**src/rtl/typing_countdown_timer_if.sv**
```systemverilog
// typing_countdown_timer_if: control inputs, BCD count and 7-seg drive of the countdown timer
interface typing_countdown_timer_if;
  logic       sec_tick;
  logic       scan_clk;
  logic       start;
  logic       pause;
  logic       running;
  logic       done;
  logic       expired;
  logic [3:0] min_tens;
  logic [3:0] min_ones;
  logic [3:0] sec_tens;
  logic [3:0] sec_ones;
  logic [3:0] an;
  logic [6:0] seg;
  logic       dp;
  modport master (
    output sec_tick, scan_clk, start, pause,
    input  running, done, expired, min_tens, min_ones, sec_tens, sec_ones, an, seg, dp
  );
  modport slave (
    input  sec_tick, scan_clk, start, pause,
    output running, done, expired, min_tens, min_ones, sec_tens, sec_ones, an, seg, dp
  );
endinterface

```
**src/rtl/typing_countdown_timer.sv**
```systemverilog
// typing_countdown_timer: BCD MM:SS countdown with start/pause FSM and multiplexed 7-seg display
module typing_countdown_timer #(
  parameter int START_MIN = 1,
  parameter int START_SEC = 0
) (
  input logic clk,
  input logic rst,
  typing_countdown_timer_if.slave bus
);
  typedef enum logic [1:0] {IDLE, RUNNING, PAUSED, DONE} state_t;
  localparam logic [3:0] R_MT = 4'(START_MIN / 10);
  localparam logic [3:0] R_MO = 4'(START_MIN % 10);
  localparam logic [3:0] R_ST = 4'(START_SEC / 10);
  localparam logic [3:0] R_SO = 4'(START_SEC % 10);
  state_t state, state_n;
  logic [3:0] mt, mo, st, so, mt_n, mo_n, st_n, so_n, cur, an, an_n;
  logic [6:0] seg, seg_n;
  logic [1:0] idx;
  logic done, done_n, running, expired, dp, dp_n, scan_r, scan_p, rise, zero, last;
  assign zero = {mt, mo, st, so} == 16'h0000;
  assign last = {mt, mo, st, so} == 16'h0001;
  always_comb begin
    state_n = state;
    {mt_n, mo_n, st_n, so_n} = {mt, mo, st, so};
    done_n = 1'b0;
    if (bus.pause) begin
      state_n = state == RUNNING ? PAUSED : state;
    end else if (bus.start) begin
      if (state == IDLE) begin
        state_n = zero ? DONE : RUNNING;
        done_n = zero;
      end else if (state == PAUSED) begin
        state_n = RUNNING;
      end else if (state == DONE) begin
        state_n = RUNNING;
        {mt_n, mo_n, st_n, so_n} = {R_MT, R_MO, R_ST, R_SO};
      end
    end else if (bus.sec_tick && state == RUNNING && !zero) begin
      so_n = so == 4'd0 ? 4'd9 : so - 4'd1;
      st_n = so != 4'd0 ? st : st == 4'd0 ? 4'd5 : st - 4'd1;
      mo_n = {so, st} != 8'h00 ? mo : mo == 4'd0 ? 4'd9 : mo - 4'd1;
      mt_n = {so, st, mo} != 12'h000 ? mt : mt - 4'd1;
      state_n = last ? DONE : RUNNING;
      done_n = last;
    end
  end
  // The display latches the digit at the current index, then the index moves on.
  assign rise = scan_r & ~scan_p;
  always_comb begin
    cur = idx == 2'd0 ? so : idx == 2'd1 ? st : idx == 2'd2 ? mo : mt;
    an_n = ~(4'b0001 << idx);
    dp_n = idx != 2'd2;
    case (cur)
      4'd0:    seg_n = 7'b1000000;
      4'd1:    seg_n = 7'b1111001;
      4'd2:    seg_n = 7'b0100100;
      4'd3:    seg_n = 7'b0110000;
      4'd4:    seg_n = 7'b0011001;
      4'd5:    seg_n = 7'b0010010;
      4'd6:    seg_n = 7'b0000010;
      4'd7:    seg_n = 7'b1111000;
      4'd8:    seg_n = 7'b0000000;
      4'd9:    seg_n = 7'b0010000;
      default: seg_n = 7'h7F;
    endcase
  end
  always_ff @(posedge clk) begin
    if (rst) begin
      state <= IDLE;
      {mt, mo, st, so} <= {R_MT, R_MO, R_ST, R_SO};
      running <= 1'b0;
      done <= 1'b0;
      expired <= 1'b0;
      scan_r <= 1'b0;
      scan_p <= 1'b0;
      idx <= 2'd0;
      an <= 4'hF;
      seg <= 7'h7F;
      dp <= 1'b1;
    end else begin
      state <= state_n;
      {mt, mo, st, so} <= {mt_n, mo_n, st_n, so_n};
      running <= state_n == RUNNING;
      done <= done_n;
      expired <= state_n == DONE;
      scan_r <= bus.scan_clk;
      scan_p <= scan_r;
      if (rise) begin
        idx <= idx + 2'd1;
        an <= an_n;
        seg <= seg_n;
        dp <= dp_n;
      end
    end
  end
  assign bus.running = running;
  assign bus.done = done;
  assign bus.expired = expired;
  assign bus.min_tens = mt;
  assign bus.min_ones = mo;
  assign bus.sec_tens = st;
  assign bus.sec_ones = so;
  assign bus.an = an;
  assign bus.seg = seg;
  assign bus.dp = dp;
endmodule
```
**src/flat_wrapper.sv**
```systemverilog
// flat-port wrapper written by rule: the top's interface ports become plain ports
module typing_countdown_timer_flat 
#(
  parameter int START_MIN = 1,
  parameter int START_SEC = 0
)
  (clk, rst, bus_sec_tick, bus_scan_clk, bus_start, bus_pause, bus_running, bus_done, bus_expired, bus_min_tens, bus_min_ones, bus_sec_tens, bus_sec_ones, bus_an, bus_seg, bus_dp);
  typing_countdown_timer_if bus_i ();
  input logic clk;
  input logic rst;
  input wire logic [$bits(bus_i.sec_tick)-1:0] bus_sec_tick;
  input wire logic [$bits(bus_i.scan_clk)-1:0] bus_scan_clk;
  input wire logic [$bits(bus_i.start)-1:0] bus_start;
  input wire logic [$bits(bus_i.pause)-1:0] bus_pause;
  output wire logic [$bits(bus_i.running)-1:0] bus_running;
  output wire logic [$bits(bus_i.done)-1:0] bus_done;
  output wire logic [$bits(bus_i.expired)-1:0] bus_expired;
  output wire logic [$bits(bus_i.min_tens)-1:0] bus_min_tens;
  output wire logic [$bits(bus_i.min_ones)-1:0] bus_min_ones;
  output wire logic [$bits(bus_i.sec_tens)-1:0] bus_sec_tens;
  output wire logic [$bits(bus_i.sec_ones)-1:0] bus_sec_ones;
  output wire logic [$bits(bus_i.an)-1:0] bus_an;
  output wire logic [$bits(bus_i.seg)-1:0] bus_seg;
  output wire logic [$bits(bus_i.dp)-1:0] bus_dp;
  assign bus_i.sec_tick = bus_sec_tick;
  assign bus_i.scan_clk = bus_scan_clk;
  assign bus_i.start = bus_start;
  assign bus_i.pause = bus_pause;
  assign bus_running = bus_i.running;
  assign bus_done = bus_i.done;
  assign bus_expired = bus_i.expired;
  assign bus_min_tens = bus_i.min_tens;
  assign bus_min_ones = bus_i.min_ones;
  assign bus_sec_tens = bus_i.sec_tens;
  assign bus_sec_ones = bus_i.sec_ones;
  assign bus_an = bus_i.an;
  assign bus_seg = bus_i.seg;
  assign bus_dp = bus_i.dp;
  typing_countdown_timer #(.START_MIN(START_MIN), .START_SEC(START_SEC)) u_core (.clk(clk), .rst(rst), .bus(bus_i));
endmodule
```
**config.mk**
```make
export PLATFORM = sky130hd
export DESIGN_NAME = typing_countdown_timer_flat
export DESIGN_NICKNAME = d
export VERILOG_FILES = /design/src/rtl/typing_countdown_timer_if.sv /design/src/rtl/typing_countdown_timer.sv /design/src/flat_wrapper.sv
export SDC_FILE = /design/constraint.sdc
export NUM_CORES = 1
export LEC_CHECK = 0
export ABC_AREA = 1
export ABC_CLOCK_PERIOD_IN_PS = 1780
export BUFFER_PORTS_ARGS = -buffer_cell sky130_fd_sc_hd__clkbuf_2
export CAP_MARGIN = 10
export CELL_PAD_IN_SITES_DETAIL_PLACEMENT = 0
export CELL_PAD_IN_SITES_GLOBAL_PLACEMENT = 1
export CORE_ASPECT_RATIO = 0.6
export CORE_MARGIN = 2
export CORE_UTILIZATION = 39
export CTS_CLUSTER_SIZE = 14
export DETAILED_ROUTE_END_ITERATION = 12
export MAX_ROUTING_LAYER = met4
export PLACE_DENSITY = 0.78
export SLEW_MARGIN = 40
export SYNTH_ARGS = -nofsm -noshare
export SYNTH_HDL_FRONTEND = slang
export SYNTH_SLANG_ARGS = --single-unit
```
**constraint.sdc**
```tcl
create_clock -name clk -period 1.78 [get_ports clk]
set_input_delay 0.089 -clock clk [delete_from_list [all_inputs] [get_ports clk]]
set_output_delay 0.089 -clock clk [all_outputs]
set_load 0.05 [all_outputs]
```
==> impl_metrics.sql <==
INSERT INTO impl_metrics (metric_group, metric, value, unit) VALUES
('run_status', 'outcome', 'complete, no violations', ''),
('global_route', 'globalRouteOverflowTotal', '0', ''),
('synth', 'syn_inst', '307', ''),
('synth', 'synth_top_area_share', '34.04', '%'),
('cells_and_area', 'post_route_cells_drive_above_1_share', '31.20', '%'),
('placed_design', 'gpl.final_weighted_congestion', '0.8787', ''),
('clock_tree', 'post_cts_clock_slew_at_the_launch_and_capture_registers_of_the_worst_setup_and_hold_paths', '70', 'ps'),
('drt', 'drc', '0', ''),
('global_route', 'number_of_global_route_vias_before_repair', '1708', ''),
('cells_and_area', 'regArea', '734.5', 'µm²'),
('power_and_ir_drop', 'power_per_cell_area', '705.7', 'nW/µm²'),
('drt', 'via_density_per_instance', '4.894', ''),
('placed_design', 'detailedPlacementHpwl', '4131', 'µm'),
('timing', 'achievable-frequency', '0.6138', 'GHz'),
('setup_path', 'arrival_time_reported_for_the_critical_path_endpoint', '1790', 'ps'),
('timing', 'fin_worst_skew', '7.187', 'ps'),
('flow_run', 'max_cap_violations', '0', ''),
('timing', 'grt_setup_unrepaired', 'false', ''),
('floorplan', 'num_io_pins', '37', ''),
('worst_hold_path', 'holdCritPathClass', 'in2reg', ''),
('floorplan', 'start_util', '41.07', '%'),
('floorplan', 'die_w', '99.12', 'µm'),
('floorplan', 'std_cell_rows', '20', ''),
('synth', 'async_set_or_reset_register_ratio_after_synthesis', '0', '%'),
('drt', 'drt.antenna.violating_nets', '0', ''),
('drt', 'routed_wire_length_per_instance', '12.93', 'µm'),
('floorplan', 'floorplan.core_area', '5155', 'µm²'),
('power_and_ir_drop', 'vdd_ir_drop_max', '321.6', 'µV'),
('synth', 'netlist_area', '2117', 'µm²'),
('synth', 'synthesis.nets', '324', ''),
('synth', 'synth_top_flop_cell', 'dfxtp_1', ''),
('floorplan', 'die_h', '61.07', 'µm'),
('power_and_ir_drop', 'total_power', '1.843', 'mW'),
('clock_tree', 'number_of_buffers_created_by_cts', '5', ''),
('clock_tree', 'htreeDepth', '2', ''),
('global_route', 'grt_antenna_before_repair', '0', ''),
('synth', 'synth.area.top_cells', 'dfxtp_1 34%, nand2_1 12%, a21oi_1 8.5%, nand3_1 7.6%, ha_1 6.5%', ''),
('timing', 'layout_worst_path_cycle_share', '91.52', '%'),
('global_route', 'groute.usage.overall', '19.31', '%'),
('cells_and_area', 'area_of_the_multi_input_gates', '1276', 'µm²'),
('timing', 'total_count_of_hold_check_failures_in_the_final_report', '0', ''),
('power_and_ir_drop', 'p_leak', '1.238', 'nW'),
('synth', 'postSynthAreaPerCell', '6.896', 'µm²'),
('cells_and_area', 'number_of_antenna_diodes', '0', ''),
('global_route', 'largest_net_degree_at_the_start_of_global_routing', '19', ''),
('placed_design', 'io_buffer_count', '36', ''),
('synth', 'number_of_distinct_standard_cells_referenced_by_the_synthesized_netlist', '34', ''),
('synth', 'cell_type_with_the_largest_total_area_after_synthesis', 'dfxtp_1', ''),
('timing', 'maxSlewHeadroom', '72.89', '%'),
('setup_path', 'worst_ep_required_time', '1940', 'ps'),
('cells_and_area', 'n_fill_cell', '537', ''),
('drt', 'dr.first_iter.drc_count', '155', ''),
('clock_tree', 'clkLatencyLatePin', '290', 'ps'),
('timing', 'worstMarginPinSlew', '406.6', 'ps'),
('cells_and_area', 'area_growth', '23.34', '%'),
('synth', 'ys_seq_area_share', '34.04', '%'),
('floorplan', 'design.die.area', '6053', 'µm²'),
('synth', 'synth-warning-count', '0', ''),
('timing', 'report.final.slew_viol_count', '0', ''),
('timing', 'timing.setup.tns', '0', 'ps'),
('drt', 'detailedRoute.firstPassIterationCount', '5', ''),
('clock_tree', 'clock_sinks', '36', ''),
('timing', 'final-setup-viol-count', '0', ''),
('global_route', 'grt_pass1_wl', '8742', 'µm'),
('setup_path', 'critPathCaptureType', 'flip-flop', ''),
('drt', 'route.final.wire_length', '5494', 'µm'),
('setup_path', 'crit_path_max_fanout', '7', ''),
('clock_tree', 'cts_root_buf', 'clkbuf_8', ''),
('timing', 'fin_crit', '1629', 'ps'),
('setup_path', 'critical_path.startpoint_type', 'flip-flop', ''),
('synth', 'synth.ff_latch_count', '36', ''),
('setup_path', 'classification_of_the_worst_setup_path', 'reg2reg', ''),
('synth', 'post_synth_edffs', '0', ''),
('cells_and_area', 'design.final.nets', '376', ''),
('drt', 'vias_after_detailed_routing', '2080', ''),
('clock_tree', 'ctsLongestPathBuffers', '2', ''),
('clock_tree', 'tritoncts_clock_tree', 'yes', '');
critical path, cell delays in order (launching register included):
cell     delay, ps
dfxtp_4        370
inv_4           90
ha_4           170
inv_2           60
nand2_1         50
nand2_1         60
nand2_1         60
nand2_1         80
o21ai_2        150
inv_2          100
o21ai_1        130
nand2_1         60
nand2_1         70
nand3_1         60
where the power goes:
group / switching (mW) / internal [mW]
clock: 0.295 / 0.266
combinational: 0.298 / 0.125
sequential: 0.0220 / 0.837
total: 0.615 / 1.23
through the flow:
| step | utilization (%) | area, µm² | worst slack [ps] | hold WS [ps] | instances |
|---|---|---|---|---|---|
| global route | 50.66 | 2611 | 2.535 | 161.4 | 425 |
| CTS | 49.27 | 2540 | 1.340 | 109.2 | 423 |
| finish | 50.66 | 2611 | 150.9 | 119.9 | 425 |
| detailed placement | 47.52 | 2450 | 18.49 | 288.7 | 415 |
| floorplan | - | 2126 | 18.67 | 196.0 | 307 |
| global placement | 47.52 | 2450 | 9.191 | 283.7 | 415 |
synthesized netlist by cell type, types with 2 or more instances:
library cell and n:
nand2_1 67, o21ai_0 4, o21ai_1 11, or2_2 2, inv_2 11, xnor2_1 2
nand2_2 7, nor2_2 5, a21oi_1 36, buf_2 2, inv_1 23, ha_1 11
xor2_1 2, nor2_1 30, dfxtp_1 36, nor2_4 2, clkbuf_1 4, nand2_4 3
nor3_1 3, nand3_1 32
sequential cells by signal, indices dropped and copies added (netlist names):
signal,cells
u_core.bus.an,3
u_core.bus.done,1
u_core.bus.dp,1
u_core.bus.expired,1
u_core.bus.min_ones,4
u_core.bus.min_tens,4
u_core.bus.running,1
u_core.bus.sec_ones,4
u_core.bus.sec_tens,4
u_core.bus.seg,7
u_core.idx,2
u_core.scan_p,1
u_core.scan_r,1
u_core.state,2
final cells by class:
type / instances / area share, %
Clock inverter: 1 / 0.1917
Sequential cell: 36 / 28.13
Tap cell: 66 / 3.162
Timing Repair Buffer: 53 / 11.88
Inverter: 34 / 4.983
Multi-Input combinational cell: 229 / 48.87
Clock buffer: 6 / 2.779
routing by layer:
layer | part of all wire, % | wire, µm | track usage (%)
met1 | 57 | 3107 | 30.10
met2 | 38 | 2075 | 24.81
met3 | 5.7 | 311 | 4.767
met4 | 0 | 0 | 2.935
met5 | 0 | 0 | -
cell usage in the layout (no fill, tap or decap), types with 2 or more instances in the layout:
cell,Yosys,layout
a21oi_1,36,35
a21oi_2,1,2
buf_4,1,16
clkbuf_2,0,36
clkbuf_8,0,5
dfxtp_1,36,27
dfxtp_2,0,8
ha_1,11,7
ha_4,0,3
inv_1,23,21
inv_2,11,12
nand2_1,67,66
nand2_2,7,8
nand2_4,3,3
nand3_1,32,32
nor2_1,30,30
nor2_2,5,4
nor2_4,2,3
nor3_1,3,3
o21ai_0,4,4
o21ai_1,11,11
or2_2,2,2
xnor2_1,2,2
xor2_1,2,2
kinds of logic after synthesis:
logic type	share of synthesized area, %
adder cells (fa/ha/maj)	6.501
flip-flops	34.04
XOR/XNOR	1.655
buffers and inverters	8.097
AND/OR/NAND/NOR	34.46
AO/OA/AOI/OAI	15.25
worst paths after layout:
kind,start,end,slack (ps),cells past startpoint
setup / recovery,u_core.idx[0]$_SDFFE_PP0P_,u_core.bus.seg[4]$_SDFFE_PP1P_,150,13
hold reg to reg,u_core.scan_r$_SDFF_PP0_,u_core.scan_p$_SDFF_PP0_,460,2
hold / removal,bus_pause,u_core.bus.running$_SDFF_PP0_,120,3
setup reg to reg,u_core.idx[0]$_SDFFE_PP0P_,u_core.bus.seg[4]$_SDFFE_PP1P_,150,13
timing repair:
action	CTS	global route
setup buffers	0	2
hold buffers	1	0
resized for setup	1	15
pin swaps	0	3
hold endpoints to repair	1	0
setup endpoints to repair	1	15
Power figures use the tool's default switching activity.
